==> src/rtl/note_pkg.sv <==
// Shared constants, the note word type and the FSM state encoding for note_scroller.
package note_pkg;
  localparam int LANES               = 4;
  localparam int MAX_NOTES_ON_SCREEN = 21;
  localparam int SLOT_HEIGHT         = 32;
  localparam int TICK_DIV            = 1666667;
  localparam int CHART_DEPTH         = 256;

  typedef logic [LANES-1:0] note_t;

  typedef enum logic [2:0] {
    ST_PREFETCH,
    ST_WAIT,
    ST_READY,
    ST_SHIFT,
    ST_DONE
  } state_t;
endpackage

==> src/rtl/note_scroller_if.sv <==
// Bus between note_scroller and its surroundings: chart ROM port, renderer read
// port, PS2 key strobes and the hit/miss/score results.
// slave = the scroller core, master = the environment driving it.
interface note_scroller_if;
  import note_pkg::*;

  logic        run;
  logic [7:0]  chart_addr;
  note_t       chart_data;
  logic [4:0]  rd_slot;
  note_t       rd_notes;
  logic [4:0]  scroll_offset;
  note_t       key_strobe;
  logic        hit;
  logic        miss;
  note_t       hit_lanes;
  logic [15:0] score;
  logic        chart_done;

  modport master (
    output run, chart_data, rd_slot, key_strobe,
    input  chart_addr, rd_notes, scroll_offset, hit, miss, hit_lanes, score, chart_done
  );

  modport slave (
    input  run, chart_data, rd_slot, key_strobe,
    output chart_addr, rd_notes, scroll_offset, hit, miss, hit_lanes, score, chart_done
  );
endinterface

==> src/rtl/note_scroller_tick_gen.sv <==
// scroll_tick_gen: divides clk by TICK_DIV while enabled; o_tick is high for one
// cycle each time the counter sits at its terminal value. Counter freezes when
// i_en is low.
module scroll_tick_gen #(
  parameter int TICK_DIV = 4
) (
  input  logic clk,
  input  logic reset,
  input  logic i_en,
  output logic o_tick
);
  localparam int CW = (TICK_DIV > 1) ? $clog2(TICK_DIV) : 1;
  localparam logic [CW-1:0] TC = CW'(TICK_DIV - 1);

  logic [CW-1:0] r_cnt;

  assign o_tick = i_en && (r_cnt == TC);

  // Free-running divider, cleared on reset, held while disabled.
  always_ff @(posedge clk) begin
    if (!reset) begin
      r_cnt <= '0;
    end else if (i_en) begin
      r_cnt <= (r_cnt == TC) ? '0 : r_cnt + 1'b1;
    end
  end
endmodule

==> src/rtl/note_scroller.sv <==
// note_scroller: fetches chart words, scrolls the on-screen note window one pixel
// per tick, and resolves key strobes against the hit zone.
// Optional build macro WIDE_HIT_WINDOW_EN: hit zone also covers the slot above
// the bottom one (bottom slot wins per lane).
//
// state    | meaning
// PREFETCH | chart_addr presented to the ROM
// WAIT     | ROM latency; next_note latched (zero once the chart is exhausted)
// READY    | waiting for the tick that wraps scroll_offset
// SHIFT    | window moves down one slot, next_note enters at the top
// DONE     | chart exhausted and window empty; keeps shifting zeros
module note_scroller import note_pkg::*; #(
  parameter int TICK_DIV_CFG    = TICK_DIV,
  parameter int SLOT_HEIGHT_CFG = SLOT_HEIGHT,
  parameter int CHART_DEPTH_CFG = CHART_DEPTH
) (
  input logic             clk,
  input logic             reset,
  note_scroller_if.slave  bus
);
  localparam int MAX = MAX_NOTES_ON_SCREEN;
  // One extra bit so the address can rest at CHART_DEPTH (256 by default).
  localparam logic [8:0] DEPTH9   = 9'(CHART_DEPTH_CFG);
  localparam logic [4:0] OFF_LAST = 5'(SLOT_HEIGHT_CFG - 1);

  note_t       r_slot [MAX];
  note_t       r_next_note;
  logic [8:0]  r_chart_addr;
  logic [4:0]  r_offset;
  state_t      r_state;
  logic        r_hit;
  logic        r_miss;
  note_t       r_hit_lanes;
  logic [15:0] r_score;
  logic        r_done;

  logic  w_tick;
  logic  w_wrap;
  logic  w_empty;
  logic  w_do_shift;
  note_t w_m_last;
  note_t w_m_prev;
  note_t w_last_after;
  note_t w_prev_after;

  scroll_tick_gen #(.TICK_DIV(TICK_DIV_CFG)) u_tick (
    .clk   (clk),
    .reset (reset),
    .i_en  (bus.run),
    .o_tick(w_tick)
  );

  assign w_wrap     = w_tick && (r_offset == OFF_LAST);
  assign w_do_shift = (r_state == ST_SHIFT) || ((r_state == ST_DONE) && w_wrap);

  // Hit-zone match; bottom slot has per-lane priority over the one above it.
  always_comb begin
    w_m_last = bus.key_strobe & r_slot[MAX-1];
`ifdef WIDE_HIT_WINDOW_EN
    w_m_prev = bus.key_strobe & ~r_slot[MAX-1] & r_slot[MAX-2];
`else
    w_m_prev = '0;
`endif
    w_last_after = r_slot[MAX-1] & ~w_m_last;
    w_prev_after = r_slot[MAX-2] & ~w_m_prev;
  end

  // Window-empty detect for chart_done.
  always_comb begin
    w_empty = 1'b1;
    for (int k = 0; k < MAX; k++) begin
      if (r_slot[k] != '0) w_empty = 1'b0;
    end
  end

  // Renderer read port; out-of-range slots read as empty.
  always_comb begin
    bus.rd_notes = '0;
    if (bus.rd_slot < 5'(MAX)) bus.rd_notes = r_slot[bus.rd_slot];
  end

  assign bus.chart_addr    = r_chart_addr[7:0];
  assign bus.scroll_offset = r_offset;
  assign bus.hit           = r_hit;
  assign bus.miss          = r_miss;
  assign bus.hit_lanes     = r_hit_lanes;
  assign bus.score         = r_score;
  assign bus.chart_done    = r_done;

  // Sequencer, window storage, hit/miss resolution and score.
  always_ff @(posedge clk) begin
    if (!reset) begin
      for (int k = 0; k < MAX; k++) r_slot[k] <= '0;
      r_next_note  <= '0;
      r_chart_addr <= '0;
      r_offset     <= '0;
      r_state      <= ST_PREFETCH;
      r_hit        <= 1'b0;
      r_miss       <= 1'b0;
      r_hit_lanes  <= '0;
      r_score      <= '0;
      r_done       <= 1'b0;
    end else begin
      r_hit       <= 1'b0;
      r_miss      <= 1'b0;
      r_hit_lanes <= '0;

      if (w_tick) r_offset <= (r_offset + 5'd1) & OFF_LAST;

      if ((w_m_last | w_m_prev) != '0) begin
        r_slot[MAX-1] <= w_last_after;
        r_slot[MAX-2] <= w_prev_after;
        r_hit         <= 1'b1;
        r_hit_lanes   <= w_m_last | w_m_prev;
        if (r_score != 16'hFFFF) r_score <= r_score + 16'd1;
      end

      // The shift overrides the hit clears above; cleared bits travel via w_*_after.
      if (w_do_shift) begin
        for (int k = MAX-2; k >= 1; k--) r_slot[k] <= r_slot[k-1];
        r_slot[MAX-1] <= w_prev_after;
        r_slot[0]     <= (r_state == ST_DONE) ? '0 : r_next_note;
        r_miss        <= (w_last_after != '0);
        if (r_chart_addr != DEPTH9) r_chart_addr <= r_chart_addr + 9'd1;
      end

      case (r_state)
        ST_PREFETCH: r_state <= ST_WAIT;
        ST_WAIT: begin
          r_next_note <= (r_chart_addr == DEPTH9) ? '0 : bus.chart_data;
          r_state     <= ST_READY;
        end
        ST_READY:    if (w_wrap) r_state <= ST_SHIFT;
        ST_SHIFT:    r_state <= ST_PREFETCH;
        default:     r_state <= ST_DONE;
      endcase

      if ((r_chart_addr == DEPTH9) && w_empty) begin
        r_done  <= 1'b1;
        r_state <= ST_DONE;
      end
    end
  end
endmodule

==> src/flat_wrapper.sv <==
// flat-port wrapper written by rule: the top's interface ports become plain ports
module note_scroller_flat import note_pkg::*;
#(
  parameter int TICK_DIV_CFG    = TICK_DIV,
  parameter int SLOT_HEIGHT_CFG = SLOT_HEIGHT,
  parameter int CHART_DEPTH_CFG = CHART_DEPTH
)
  (clk, reset, bus_run, bus_chart_data, bus_rd_slot, bus_key_strobe, bus_chart_addr, bus_rd_notes, bus_scroll_offset, bus_hit, bus_miss, bus_hit_lanes, bus_score, bus_chart_done);
  note_scroller_if bus_i ();
  input logic clk;
  input logic reset;
  input wire logic [$bits(bus_i.run)-1:0] bus_run;
  input wire logic [$bits(bus_i.chart_data)-1:0] bus_chart_data;
  input wire logic [$bits(bus_i.rd_slot)-1:0] bus_rd_slot;
  input wire logic [$bits(bus_i.key_strobe)-1:0] bus_key_strobe;
  output wire logic [$bits(bus_i.chart_addr)-1:0] bus_chart_addr;
  output wire logic [$bits(bus_i.rd_notes)-1:0] bus_rd_notes;
  output wire logic [$bits(bus_i.scroll_offset)-1:0] bus_scroll_offset;
  output wire logic [$bits(bus_i.hit)-1:0] bus_hit;
  output wire logic [$bits(bus_i.miss)-1:0] bus_miss;
  output wire logic [$bits(bus_i.hit_lanes)-1:0] bus_hit_lanes;
  output wire logic [$bits(bus_i.score)-1:0] bus_score;
  output wire logic [$bits(bus_i.chart_done)-1:0] bus_chart_done;
  assign bus_i.run = bus_run;
  assign bus_i.chart_data = bus_chart_data;
  assign bus_i.rd_slot = bus_rd_slot;
  assign bus_i.key_strobe = bus_key_strobe;
  assign bus_chart_addr = bus_i.chart_addr;
  assign bus_rd_notes = bus_i.rd_notes;
  assign bus_scroll_offset = bus_i.scroll_offset;
  assign bus_hit = bus_i.hit;
  assign bus_miss = bus_i.miss;
  assign bus_hit_lanes = bus_i.hit_lanes;
  assign bus_score = bus_i.score;
  assign bus_chart_done = bus_i.chart_done;
  note_scroller #(.TICK_DIV_CFG(TICK_DIV_CFG), .SLOT_HEIGHT_CFG(SLOT_HEIGHT_CFG), .CHART_DEPTH_CFG(CHART_DEPTH_CFG)) u_core (.clk(clk), .reset(reset), .bus(bus_i));
endmodule
==> config.mk <==
export PLATFORM = sky130hd
export DESIGN_NAME = note_scroller_flat
export DESIGN_NICKNAME = d
export VERILOG_FILES = /design/src/rtl/note_pkg.sv /design/src/rtl/note_scroller_if.sv /design/src/rtl/note_scroller_tick_gen.sv /design/src/rtl/note_scroller.sv /design/src/flat_wrapper.sv
export SDC_FILE = /design/constraint.sdc
export NUM_CORES = 1
export LEC_CHECK = 0
export CAP_MARGIN = 25
export CORE_UTILIZATION = 49
export DETAILED_ROUTE_END_ITERATION = 10
export GPL_TIMING_DRIVEN = 0
export PLACE_DENSITY = 0.69
export SYNTH_ARGS = -nofsm -noshare
export SYNTH_HDL_FRONTEND = slang
export SYNTH_HIERARCHICAL = 1
export SYNTH_SLANG_ARGS = --single-unit
==> constraint.sdc <==
create_clock -name clk -period 4.6 [get_ports clk]
set_clock_uncertainty 0.05 [all_clocks]
set_input_delay 0.46 -clock clk [delete_from_list [all_inputs] [get_ports clk]]
set_output_delay 0.46 -clock clk [all_outputs]
set_load 0.005 [all_outputs]
==> metrics.md, run 1 <==
| Metric | Value |
|---|---|
| H-tree Lvls | 4 |
| Hold Path Stages | 2 |
| CTS clk-pin slew, worst paths | 0.06 ns |
| DP HPWL | 11600 um |
| Hold endpoint | u_core/u_tick/r_cnt[1]$_SDFFE_PN0P_ |
| Worst endpoint data arrival time | 2.43 ns |
| Final Hold Fails | 0 |
| CTS-repair resized insts | 0 |
| Setup TNS | 0 ns |
| Number of synthesized register bits | 149 |
| Ant diodes | 0 |
| Largest net degree at the start of global routing | 65 |
| # IOs | 56 |
| Vias in the first global route | 5090 |
| Remaining global-route overflow | 0 |
| Reg-to-Reg End | u_core/r_slot[3][2]$_SDFFCE_PN0P_ |
| First-pass GRT wire length | 26500 um |
| Drt drc | 11 |
| Reg-to-reg critical path startpoint | u_core/u_tick/r_cnt[6]$_SDFFE_PN0P_ |
| Top FF cell, synth | edfxtp_1 |
| Fraction of layout cells with a size suffix above 1 | 13.5% |
| Post-route ant nets | 0 |
| Post-CTS setup buffer count | 0 |
| Fillers | 1163 |
| Leak | 3.55 nW |
| Worst R2R Path Depth | 8 |
| Most used cell, CP | nor3_1 |
| Outcome | finished with violations |
| RSZ-0062 raised after global routing | false |
| Die Area | 15600 um^2 |
| CTS sink count | 149 |
| Post-Layout Cell Count | 904 |
| Per-cell routed wire length | 18.3 um |
| Slowest stage delay, CP | 0.56 ns |
| EDFF count, synth | 84 |
| Syn Nets | 658 |
| FF+latch area | 3820 um^2 |
| Inst Count DP | 872 |
| Total wire length | 16600 um |
| Die height | 125 um |
| Final Cell Area | 8800 um^2 |
| Most frequent cells in the layout | and3_1 (86), edfxtp_1 (84), dfxtp_1 (65) |
| Yosys top cell by area | edfxtp_1 |
| CTS Buf Count | 17 |
| Critical path data required time | 4.09 ns |
| Buffers & Inverters on Critical Path | 1 |
| Via density | 5.89 |
| Nets | 730 |
| Area taken by multi-input logic gates | 3260 um^2 |
| CP Cell Sequence | mux4_1 -> nor3_1 -> nor3_1 -> a22o_1 -> clkdlybuf4s50_1 |
| Slowest-stage cell, CP | mux4_1 |
| Actual slew at the worst max-slew pin | 0.608 ns |
| # Max-Cap Violations | 0 |
| Port bufs | 52 |
| Drt first pass iters | 10 |
| Yosys cell types | 62 |
| Vias post-DR | 5321 |
| Met3 GRT Util | 5.67% |
| Hold-fix buffers, CTS | 0 |
| PwrDens | 378 nW/um^2 |
| DRC marker count from the first detailed-route iteration | 509 |
| Synthesized area | 7400 um^2 |
| Worst Setup End Kind | primary output |
| WS Path Type | reg2out |
| Area contributors post-synth | edfxtp_1 (34%), dfxtp_1 (18%), and3_1 (7.3%) |
| CTS root buf | clkbuf_16 |
| Final Max Tran Viols | 0 |
| GR Util All Layers | 21.8% |
| Routability congestion estimate | 0.817 |
| Syn-to-layout area delta | 18.9% |
| Final setup viols | 0 |
| Core Region | 14600 um^2 |
| CP top delay family | multiplexers |
| Final worst setup slack | 1.66 ns |
| Initial core utilization | 50.5% |
| CP max FO | 3 |
| Slew headroom | 58.9% |
| Most common cell after layout, fill and taps aside | and3_1 |
| Buffer levels on the longest clock path | 2 |
| Seq/Total Area, Yosys | 51.7% |
| Violations in the final reports | DRC |
| Startpoint class of the critical path | flip-flop |
| Dpl cell area | 8180 um^2 |
| Syn Inst Count | 635 |
| Final period util | 64.0% |
| Initial antenna violation count | 0 |
| FMAX | 0.340 GHz |
| Minimum clock period | 2.94 ns |
| Post-synth ARST share | 0% |
| Met1 usage | 28.8% |
| Clk Latency, worst-skew pair | 0.41 ns |
| Maximum VDD drop | 0.268 mV |
| CTS tree | yes |
| Rows | 44 |
| Worst hold path type | in2reg |
| Hold Path Origin | bus_run |
| Avg Cell Area, Syn | 11.7 um^2 |
| Die Wd | 125 um |
| Synth top area share | 34.1% |
| GR peak layer | met2 |
| Tot Pwr | 3.33 mW |
| Met2 GRT Util | 35.1% |
| Slack of the worst reg-to-reg path | 1.67 ns |
| Setup WS pre-CTS | 1.68 ns |
| Ys Warns | 6 |
## area by class of cell
type                       count  area share, %
buffer                        42           2.97
clock buffer                  21           5.23
clock inverter                11           1.76
inverter                      15          0.640
multi-input combinational    429           37.1
sequential                   149           43.5
tap                          184           2.62
timing repair buffer          53           6.23
## cells in the mapped netlist (3+ instances only)
| cell type | instances |
|---|---|
| o22ai_1 | 4 |
| edfxtp_1 | 84 |
| buf_2 | 5 |
| nor4_1 | 28 |
| xor2_1 | 20 |
| o21ai_0 | 5 |
| a2111oi_2 | 4 |
| a21oi_1 | 8 |
| nand3_1 | 18 |
| mux2_2 | 12 |
| dfxtp_1 | 65 |
| nor3_1 | 20 |
| clkbuf_1 | 19 |
| xnor2_1 | 20 |
| nand2_1 | 27 |
| nand4_1 | 18 |
| a211oi_1 | 3 |
| a21boi_0 | 9 |
| ha_1 | 7 |
| mux4_2 | 7 |
| nor2_1 | 25 |
| mux2i_1 | 7 |
| inv_1 | 15 |
| nor4b_1 | 3 |
| and2_1 | 32 |
| buf_4 | 12 |
| and3_1 | 86 |
| mux4_1 | 9 |
| nor2b_1 | 7 |
| and4_1 | 3 |
| nand2_2 | 3 |
| a22o_1 | 8 |
## stage by stage
step	hold slack [ns]	utilization (%)
2_1_floorplan	0.386	-
3_3_place_gp	0.399	55.6
5_1_grt	0.272	60.1
3_5_place_dp	0.405	55.9
6_report	0.269	60.1
4_1_cts	0.252	60.1
## flip-flops by register name, indices dropped and copies added, names as in the netlist
register and count:
u_core/bus.chart_done 1, u_core/bus.hit 1, u_core/bus.hit_lanes 4, u_core/bus.miss 1, u_core/bus.score 16, u_core/bus.scroll_offset 5, u_core/r_chart_addr 9, u_core/r_next_note 4
u_core/r_slot 84, u_core/r_state 3, u_core/u_tick/r_cnt 21
## logic make-up after synthesis
kind of cell,after synthesis,synth area share [%]
and+or+nand+nor,294,24.3
xor gates and xnor gates,40,4.74
muxes,35,8.10
DFF,149,51.7
adders and majority gates,7,1.18
buffers and inverters,57,4.30
AOI/OAI and AO/OA,53,5.73
## worst max path at each step
| stage | startpoint | endpoint | slack (ns) | depth (start not counted) |
|---|---|---|---|---|
| final | u_core/r_slot[1][1]$_SDFFCE_PN0P_ | bus_rd_notes[1] | 1.66 | 5 |
| after global routing | u_core/u_tick/r_cnt[6]$_SDFFE_PN0P_ | u_core/r_slot[3][2]$_SDFFCE_PN0P_ | 1.42 | 8 |
| after CTS | u_core/u_tick/r_cnt[6]$_SDFFE_PN0P_ | u_core/r_slot[9][3]$_SDFFCE_PN0P_ | 1.68 | 8 |
| after detailed placement | bus_rd_slot[2] | bus_rd_notes[2] | 1.68 | 6 |
| after global placement | u_core/u_tick/r_cnt[6]$_SDFFE_PN0P_ | u_core/r_slot[20][3]$_DFFE_PP_ | 0.70 | 9 |
| after floorplan | u_core/u_tick/r_cnt[6]$_SDFFE_PN0P_ | u_core/r_slot[20][0]$_DFFE_PP_ | 1.41 | 9 |
## where the power goes
part / switching [mW] / leakage [nW] / total [mW] / internal (mW)
clock network: 0.512 / 0.302 / 1.44 / 0.929
registers: 0.0750 / 1.40 / 1.57 / 1.50
logic: 0.171 / 1.85 / 0.318 / 0.147
## metal layers
| metal | up-vias | share of wire [%] |
|---|---|---|
| met5 | - | 0 |
| met3 | 18 | 6.6 |
| li1 | 2539 | - |
| met1 | 2580 | 45 |
| met4 | 0 | 1.2 |
| met2 | 184 | 48 |
(Power assumes the default switching activity.)
==> run 2: changes to the inputs <==
==> constraint.sdc (replaced) <==
create_clock -name clk -period 2.8 [get_ports clk]
set_clock_uncertainty 0.05 [all_clocks]
set_input_delay 0.28 -clock clk [delete_from_list [all_inputs] [get_ports clk]]
set_output_delay 0.28 -clock clk [all_outputs]
set_load 0.005 [all_outputs]
==> run 2 against run 1 <==
Compared with the run above: the flow still finishes with violations (DRC); utilization grew 0.63 points; first-iteration DRC count grew 21%; non-clock buffer count is 7 higher; worst setup slack lost 1.6 ns; highest routed layer unchanged.
==> metrics.md, run 2 (synthesized netlist as in run 1, its figures left out) <==
| Metric | Value |
|---|---|
| Hold Path Stages | 2 |
| Largest net degree at the start of global routing | 39 |
| WS Path Type | reg2out |
| Clk Latency, worst-skew pair | 0.42 ns |
| Post-Layout Cell Count | 914 |
| Final worst setup slack | 0.0362 ns |
| Slowest stage delay, CP | 0.57 ns |
| Drt drc | 15 |
| DRC marker count from the first detailed-route iteration | 615 |
| CTS sink count | 149 |
| Max reg flops | 84 |
| Final Max Tran Viols | 0 |
| Final setup viols | 0 |
| Worst R2R Path Depth | 9 |
| CTS tree | yes |
| Tot Pwr | 5.23 mW |
| Minimum clock period | 2.76 ns |
| CP Cell Sequence | mux4_1 -> nor3_1 -> nor3_1 -> a22o_1 -> clkdlybuf4s50_1 |
| # IOs | 56 |
| Routed wl met2 | 8030 um |
| Final Hold Fails | 0 |
| Fraction of layout cells with a size suffix above 1 | 15.5% |
| CP max FO | 3 |
| FMAX | 0.362 GHz |
| Inst Count DP | 871 |
| # Max-Cap Violations | 0 |
| Drt first pass iters | 8 |
| Critical path data required time | 2.47 ns |
| Die Area | 15600 um^2 |
| Final Cell Area | 8890 um^2 |
| Buffer levels on the longest clock path | 2 |
| Via density | 5.98 |
| Die Wd | 125 um |
| Die height | 125 um |
| Initial antenna violation count | 0 |
| Routed met3 length | 1160 um |
| Met1 wire length | 7620 um |
| Violations in the final reports | DRC |
| Syn-to-layout area delta | 20.2% |
| PwrDens | 588 nW/um^2 |
| Actual slew at the worst max-slew pin | 0.692 ns |
| Per-cell routed wire length | 18.6 um |
| Final period util | 98.7% |
| First-pass GRT wire length | 27500 um |
| Initial core utilization | 50.5% |
| Core Region | 14600 um^2 |
| CTS root buf | clkbuf_16 |
| Remaining global-route overflow | 0 |
| Worst Setup End Kind | primary output |
| Leak | 3.59 nW |
| Post-route ant nets | 0 |
| Port bufs | 52 |
| Worst endpoint data arrival time | 2.43 ns |
| Ant diodes | 0 |
| Total wire length | 17000 um |
| Routability congestion estimate | 0.865 |
| Most common cell after layout, fill and taps aside | and3_1 |
| Highest routed layer | met4 |
| Outcome | finished with violations |
| Vias in the first global route | 5254 |
| Vias post-DR | 5467 |
| RSZ-0062 raised after global routing | false |
| GR Util All Layers | 22.7% |
| Most frequent cells in the layout | and3_1 (86), edfxtp_1 (84), dfxtp_1 (63) |
| Worst hold path type | in2reg |
| Most used cell, CP | nor3_1 |
| CTS Buf Count | 17 |
| Slowest-stage cell, CP | mux4_1 |
| H-tree Lvls | 4 |
| Startpoint class of the critical path | flip-flop |
| Nets | 740 |
| Setup TNS | 0 ns |
| Dpl cell area | 8160 um^2 |
| Reg with most FFs | u_core/r_slot |
| Maximum VDD drop | 0.549 mV |
| Setup WS pre-CTS | -0.501 ns |
| DP HPWL | 11600 um |
| CTS clk-pin slew, worst paths | 0.05 ns |
| Rows | 44 |
| Slew headroom | 53.2% |
run 2: power breakdown:
part           total (mW)  switching [mW]  internal [mW]
registers            2.57           0.115           2.46
logic               0.568           0.305          0.263
clock network        2.09           0.825           1.26
run 2: path summary, 6_finish.rpt:
kind	start	to	slack (ns)
setup / recovery	u_core/r_slot[1][1]$_SDFFCE_PN0P_	bus_rd_notes[1]	0.04
hold / removal	bus_run	u_core/u_tick/r_cnt[1]$_SDFFE_PN0P_	0.09
setup reg to reg	u_core/u_tick/r_cnt[4]$_SDFFE_PN0P_	u_core/r_slot[18][3]$_SDFFCE_PN0P_	0.15
hold reg to reg	u_core/bus.chart_done$_SDFFE_PN0P_	u_core/bus.chart_done$_SDFFE_PN0P_	0.41
run 2: timing repair:
item / in CTS / in global routing
endpoints found under the hold margin: 0 / 0
pin swaps: 2 / 1
gates cloned: 3 / 0
hold buffers: 0 / 0
setup endpoints to repair: 108 / 78
setup buffers: 3 / 4
resized for setup: 4 / 15
run 2: area by class of cell:
cell class / count / area, um^2
flip-flops and latches: 149 / 3830
inverters: 15 / 56.3
well taps: 184 / 230
plain buffers: 42 / 270
repair buffers: 60 / 623
multi-input cells: 432 / 3350
clock inverters: 5 / 50.0
clock buffers: 27 / 483
fillers: 1157 / 5750
run 2: worst max-delay path, delay by kind of cell (launching register included):
kind                   cells  cell delay, ns
muxes                      1            0.57
and+or+nand+nor            2            0.33
buffers and inverters      1            0.45
AOI/OAI and AO/OA          1            0.25
DFF                        1            0.42
run 2: metrics by stage:
stage	utilization [%]	hold WS (ns)
6_report	60.7	0.0892
5_1_grt	60.7	0.110
4_1_cts	60.2	0.0697
3_5_place_dp	55.7	0.416
3_3_place_gp	55.7	0.407
2_1_floorplan	-	0.360
run 2: routing by layer:
metal | global-route usage, % | vias to the layer above
li1 | - | 2572
met1 | 31.3 | 2674
met2 | 35.8 | 200
met3 | 5.03 | 21
met4 | 6.67 | 0
met5 | 0 | -
